===== src/rtl/tuser_out_fsm.sv =====
// tuser_out_fsm: joins the SDNet output-tuple strobe with the engine's packet
// stream. Each tuple is queued in a small FIFO and attached as tout_m_atuser
// to the first beat of the next packet. Later beats carry zero metadata.
// The output stage is a single register slice with one cycle of latency.
module tuser_out_fsm #(
    parameter int TUPLE_DEPTH = 4
) (
    input  logic         tout_aclk,
    input  logic         tout_arst,

    input  logic         tout_valid,
    input  logic [127:0] tout_data,

    input  logic         tout_s_avalid,
    input  logic [255:0] tout_s_adata,
    input  logic [31:0]  tout_s_akeep,
    input  logic         tout_s_alast,
    output logic         tout_s_aready,

    output logic         tout_m_avalid,
    output logic [255:0] tout_m_adata,
    output logic [31:0]  tout_m_akeep,
    output logic         tout_m_alast,
    output logic [127:0] tout_m_atuser,
    input  logic         tout_m_aready,

    output logic [15:0]  tout_drop_cnt
);

    localparam int PTR_W = $clog2(TUPLE_DEPTH);
    localparam int CNT_W = $clog2(TUPLE_DEPTH) + 1;

    // Elaboration-time guard on the FIFO depth: power of two in 2..16.
    if (TUPLE_DEPTH < 2 || TUPLE_DEPTH > 16 ||
        (TUPLE_DEPTH & (TUPLE_DEPTH - 1)) != 0) begin : g_bad_depth
        $error("tuser_out_fsm: TUPLE_DEPTH must be a power of two in 2..16");
    end

    typedef enum logic {
        SOP  = 1'b0,
        BODY = 1'b1
    } state_t;

    state_t state;

    // Tuple FIFO storage and bookkeeping
    logic [127:0]     fifo_mem [TUPLE_DEPTH];
    logic [PTR_W-1:0] wr_ptr;
    logic [PTR_W-1:0] rd_ptr;
    logic [CNT_W-1:0] count;
    logic [127:0]     fifo_head;

    logic fifo_empty;
    logic fifo_full;
    logic out_free;
    logic beat_acc;
    logic push;
    logic pop;
    logic drop;

    assign fifo_head  = fifo_mem[rd_ptr];
    assign fifo_empty = (count == '0);
    assign fifo_full  = (count == CNT_W'(TUPLE_DEPTH));

    // Handshake decode: a full FIFO still takes a tuple when the head leaves
    // in the same cycle, so pop feeds into the push decision.
    always_comb begin
        out_free      = !tout_m_avalid || tout_m_aready;
        tout_s_aready = out_free && ((state == BODY) || !fifo_empty);
        beat_acc      = tout_s_avalid && tout_s_aready;
        pop           = beat_acc && (state == SOP);
        push          = tout_valid && (!fifo_full || pop);
        drop          = tout_valid && !push;
    end

    // Tuple storage write port; contents need no reset since count gates reads.
    always_ff @(posedge tout_aclk) begin
        if (push) begin
            fifo_mem[wr_ptr] <= tout_data;
        end
    end

    // FIFO pointers and occupancy; pointers wrap naturally at power-of-two depth.
    always_ff @(posedge tout_aclk or posedge tout_arst) begin
        if (tout_arst) begin
            wr_ptr <= '0;
            rd_ptr <= '0;
            count  <= '0;
        end else begin
            if (push) begin
                wr_ptr <= wr_ptr + PTR_W'(1);
            end
            if (pop) begin
                rd_ptr <= rd_ptr + PTR_W'(1);
            end
            case ({push, pop})
                2'b10:   count <= count + CNT_W'(1);
                2'b01:   count <= count - CNT_W'(1);
                default: count <= count;
            endcase
        end
    end

    // Saturating count of tuples lost to overflow.
    always_ff @(posedge tout_aclk or posedge tout_arst) begin
        if (tout_arst) begin
            tout_drop_cnt <= '0;
        end else if (drop && (tout_drop_cnt != '1)) begin
            tout_drop_cnt <= tout_drop_cnt + 16'd1;
        end
    end

    // Packet FSM with the registered AXIS output slice.
    always_ff @(posedge tout_aclk or posedge tout_arst) begin
        if (tout_arst) begin
            state         <= SOP;
            tout_m_avalid <= 1'b0;
            tout_m_adata  <= '0;
            tout_m_akeep  <= '0;
            tout_m_alast  <= 1'b0;
            tout_m_atuser <= '0;
        end else if (beat_acc) begin
            tout_m_avalid <= 1'b1;
            tout_m_adata  <= tout_s_adata;
            tout_m_akeep  <= tout_s_akeep;
            tout_m_alast  <= tout_s_alast;
            case (state)
                SOP: begin
                    tout_m_atuser <= fifo_head;
                    if (!tout_s_alast) begin
                        state <= BODY;
                    end
                end
                BODY: begin
                    tout_m_atuser <= '0;
                    if (tout_s_alast) begin
                        state <= SOP;
                    end
                end
                default: begin
                    tout_m_atuser <= '0;
                    state         <= SOP;
                end
            endcase
        end else if (tout_m_aready) begin
            tout_m_avalid <= 1'b0;
        end
    end

endmodule

===== config.mk =====
export PLATFORM = sky130hd
export DESIGN_NAME = tuser_out_fsm
export DESIGN_NICKNAME = d
export VERILOG_FILES = /design/src/rtl/tuser_out_fsm.sv
export SDC_FILE = /design/constraint.sdc
export NUM_CORES = 1
export LEC_CHECK = 0
export ABC_AREA = 1
export CORE_AREA = 3 3 335 337
export CTS_CLUSTER_SIZE = 20
export DETAILED_ROUTE_END_ITERATION = 10
export DIE_AREA = 0 0 338 340
export SKIP_LAST_GASP = 1
export SLEW_MARGIN = 20
export SYNTH_ARGS = -nofsm -noshare
export SYNTH_HDL_FRONTEND = slang
export SYNTH_SLANG_ARGS = --single-unit

===== constraint.sdc =====
create_clock -name tout_aclk -period 22.3 [get_ports tout_aclk]
set_clock_uncertainty 0.05 [all_clocks]
set_input_delay 6.69 -clock tout_aclk [delete_from_list [all_inputs] [get_ports tout_aclk]]
set_output_delay 6.69 -clock tout_aclk [all_outputs]
set_load 0.02 [all_outputs]

==> impl_metrics.ini <==
[synth]
syn_inst = 3067
synthArstFlopShare_pct = 46.3
syn_area_um2 = 36000
netlist_top_cells_area = edfxtp_1, dfrtp_1, nand2_1
ys_ff_latch = 954
ys_types = 31
ys.flop_type = edfxtp_1
syn_nets = 3495
synth_enable_flop_cells = 512
avgSynthCellArea_um2 = 11.7
yosys.area.top_type = edfxtp_1
yosysSeqAreaShare_pct = 73.4
yosysTopAreaCellShare_pct = 42.7
ys_warn_count = 0

[clocking]
cts_max_level = 3
cts_root_buffer = clkbuf_16
cts_buffers = 103
clock-sinks = 954
ctsLongestPathBuffers = 3
cts_hold_buf = 0
cts_tree = done
clk-insertion-delay-late_ps = 680
cts_resized = 0
post-cts-setup-buffers = 0
clk_pin_slew_ps = 60

[sta]
rsz0062_at_grt = no
relSlewSlack_pct = 15.9
setup_ws_ps = 7010
tns_ps = 0
timing.fmax_ghz = 0.0654
worstMarginPinSlew_ps = 1260
hold_violations = 0
setup_viol = 0
maxSlewViolCount = 0
period_share_pct = 68.6
fin_crit_ps = 15290

[worst_setup_path]
crit_required_ps = 15560
worstPathArrival_ps = 8550
r2r_start = tout_m_avalid
reg2reg_slack_ps = 18590
critPathLaunchType = primary input
crit_start = tout_m_aready
end_kind = primary output
r2r_cells = 6
crit_end = tout_s_aready
critical_path_class = primary input to primary output
cp_max_fo = 4
timing.rr.end = tout_m_adata[7]

[pwr]
p_leak_uw = 0.0204
worst_ir_drop_vdd_uv = 97.6
p_seq_share_pct = 38.2
p_comb_share_pct = 35.6
p_sw_share_pct = 36.3
p_per_area_nw_per_um2 = 138
p_int_uw = 4360
power_frac_clock_pct = 26.1
switchingPower_uw = 2480

[floorplan]
die_x_um = 338
rows = 121
dieArea_um2 = 115000
coreArea_um2 = 109000
die_h_um = 340
ios = 857
start_util_pct = 33.0

[final_layout]
final_util_pct = 45.4
area_growth_pct = 37.7
layout_commonest_cell = nand2_1
final_cell_mix = nand2_1, clkdlybuf4s50_1, edfxtp_1
layout.nets = 4306
nFillCells = 10000
drive_gt1_share_pct = 5.80

[routing]
firstDrtPassIters = 5
routedWlPerCell_um = 24.3
drtIter0Drc = 1525
drt-total-wl_mm = 134
drt-vias-per-instance = 4.72
vias = 26000
ant_nets = 0
drc = 0

[place]
portBuffers = 856
pre_cts_slack_ps = 6920
place_congestion = 0.960
place_hpwl_mm = 93.1

[global_route]
gr-total-overflow = 0
grt_pass1_wl_mm = 187
grt_max_degree = 193
antenna_found_initial = 117
grt_pass1_vias = 25700
track_usage_pct = 22.7

[min_path]
hp-class = flop to flop

[outcome]
status = finished, final reports clean

[run]
drv_cap = 0
metal layers:
metal | vias up | GRT usage, % | share of wire, %
met2 | 893 | 37.6 | 49
met1 | 12700 | 24.1 | 35
met4 | 38 | 13.3 | 5.6
li1 | 12100 | - | -
met5 | - | 0 | 0.19
met3 | 290 | 9.55 | 10
area by class of cell:
| cell class | count | area (um2) | area share (%) |
|---|---|---|---|
| Antenna cell | 66 | 165 | 0.333 |
| Clock inverter | 62 | 706 | 1.42 |
| Sequential cell | 954 | 26400 | 53.3 |
| Multi-Input combinational cell | 1902 | 8560 | 17.3 |
| Inverter | 30 | 138 | 0.277 |
| Clock buffer | 132 | 2900 | 5.85 |
| Tap cell | 1476 | 1850 | 3.72 |
| Timing Repair Buffer | 887 | 8850 | 17.8 |
flip-flops by register name, indices dropped and copies added (netlist names):
| signal | count |
|---|---|
| tout_m_akeep | 32 |
| tout_m_adata | 256 |
| tout_drop_cnt | 16 |
| fifo_mem | 512 |
| wr_ptr | 2 |
| tout_m_atuser | 128 |
| tout_m_avalid | 1 |
| rd_ptr | 2 |
| state | 1 |
| count | 3 |
| tout_m_alast | 1 |
power groups by stage:
stage                     Clock (uW)  Combinational (uW)  Sequential [uW]
after global placement             0                2450             2630
after floorplan                    0                 997             2980
after global routing            1910                2650             2670
after CTS                       1830                2480             2620
final                           1790                2440             2610
after detailed placement           0                2470             2650
worst max-delay path, cell delays in order:
cell	delay [ps]
clkdlybuf4s50_1	470
inv_1	90
nand2_1	290
and2_1	340
clkdlybuf4s50_1	660
stage by stage:
step           cell area, um2  hold WS, ps  std cells  total power, uW
6_report                49600          425       5509             6840
3_5_place_dp            45800          414       5248             5110
5_1_grt                 49500          440       5482             7220
4_1_cts                 49400          430       5442             6930
3_3_place_gp            45800          411       5248             5080
2_1_floorplan           36000          432       3067             3970
worst min-delay path by stage:
stage | startpoint | endpoint | slack [ps] | cells past startpoint
final | tout_m_adata[26] | tout_m_adata[26] | 420 | 2
after global routing | tout_m_adata[193] | tout_m_adata[193] | 440 | 2
after CTS | tout_m_adata[130] | tout_m_adata[130] | 430 | 2
after detailed placement | tout_m_adata[236] | tout_m_adata[236] | 410 | 2
after global placement | tout_m_adata[134] | tout_m_adata[134] | 410 | 2
after floorplan | count[0] | count[0] | 430 | 1
cells by family (layout without fill, tap and decap cells):
kind of cell / after synthesis / count (layout) / synth area share [%]
compound gates: 520 / 520 / 8.57
xor+xnor: 17 / 17 / 0.413
fa+ha+maj: 6 / 6 / 0.229
buf+inv: 211 / 1111 / 2.95
flops: 954 / 954 / 73.4
other cells: 0 / 66 / 0
simple gates: 1359 / 1359 / 14.4
synth_stat cells, types with 2 or more instances:
library cell  count
a21oi_1         385
inv_1            26
buf_2           139
xnor2_1           8
nand2_2           4
buf_4            17
buf_1             3
o21ai_0           6
nor2_1           17
nand2_1        1310
inv_2             4
nand3_1          11
nand4_1           4
edfxtp_1        512
ha_1              5
buf_6             2
nor3_1            5
dfrtp_1         442
clkbuf_1         19
nand4_4           2
xor2_1            9
a22o_1          128
Power figures use the tool's default switching activity.
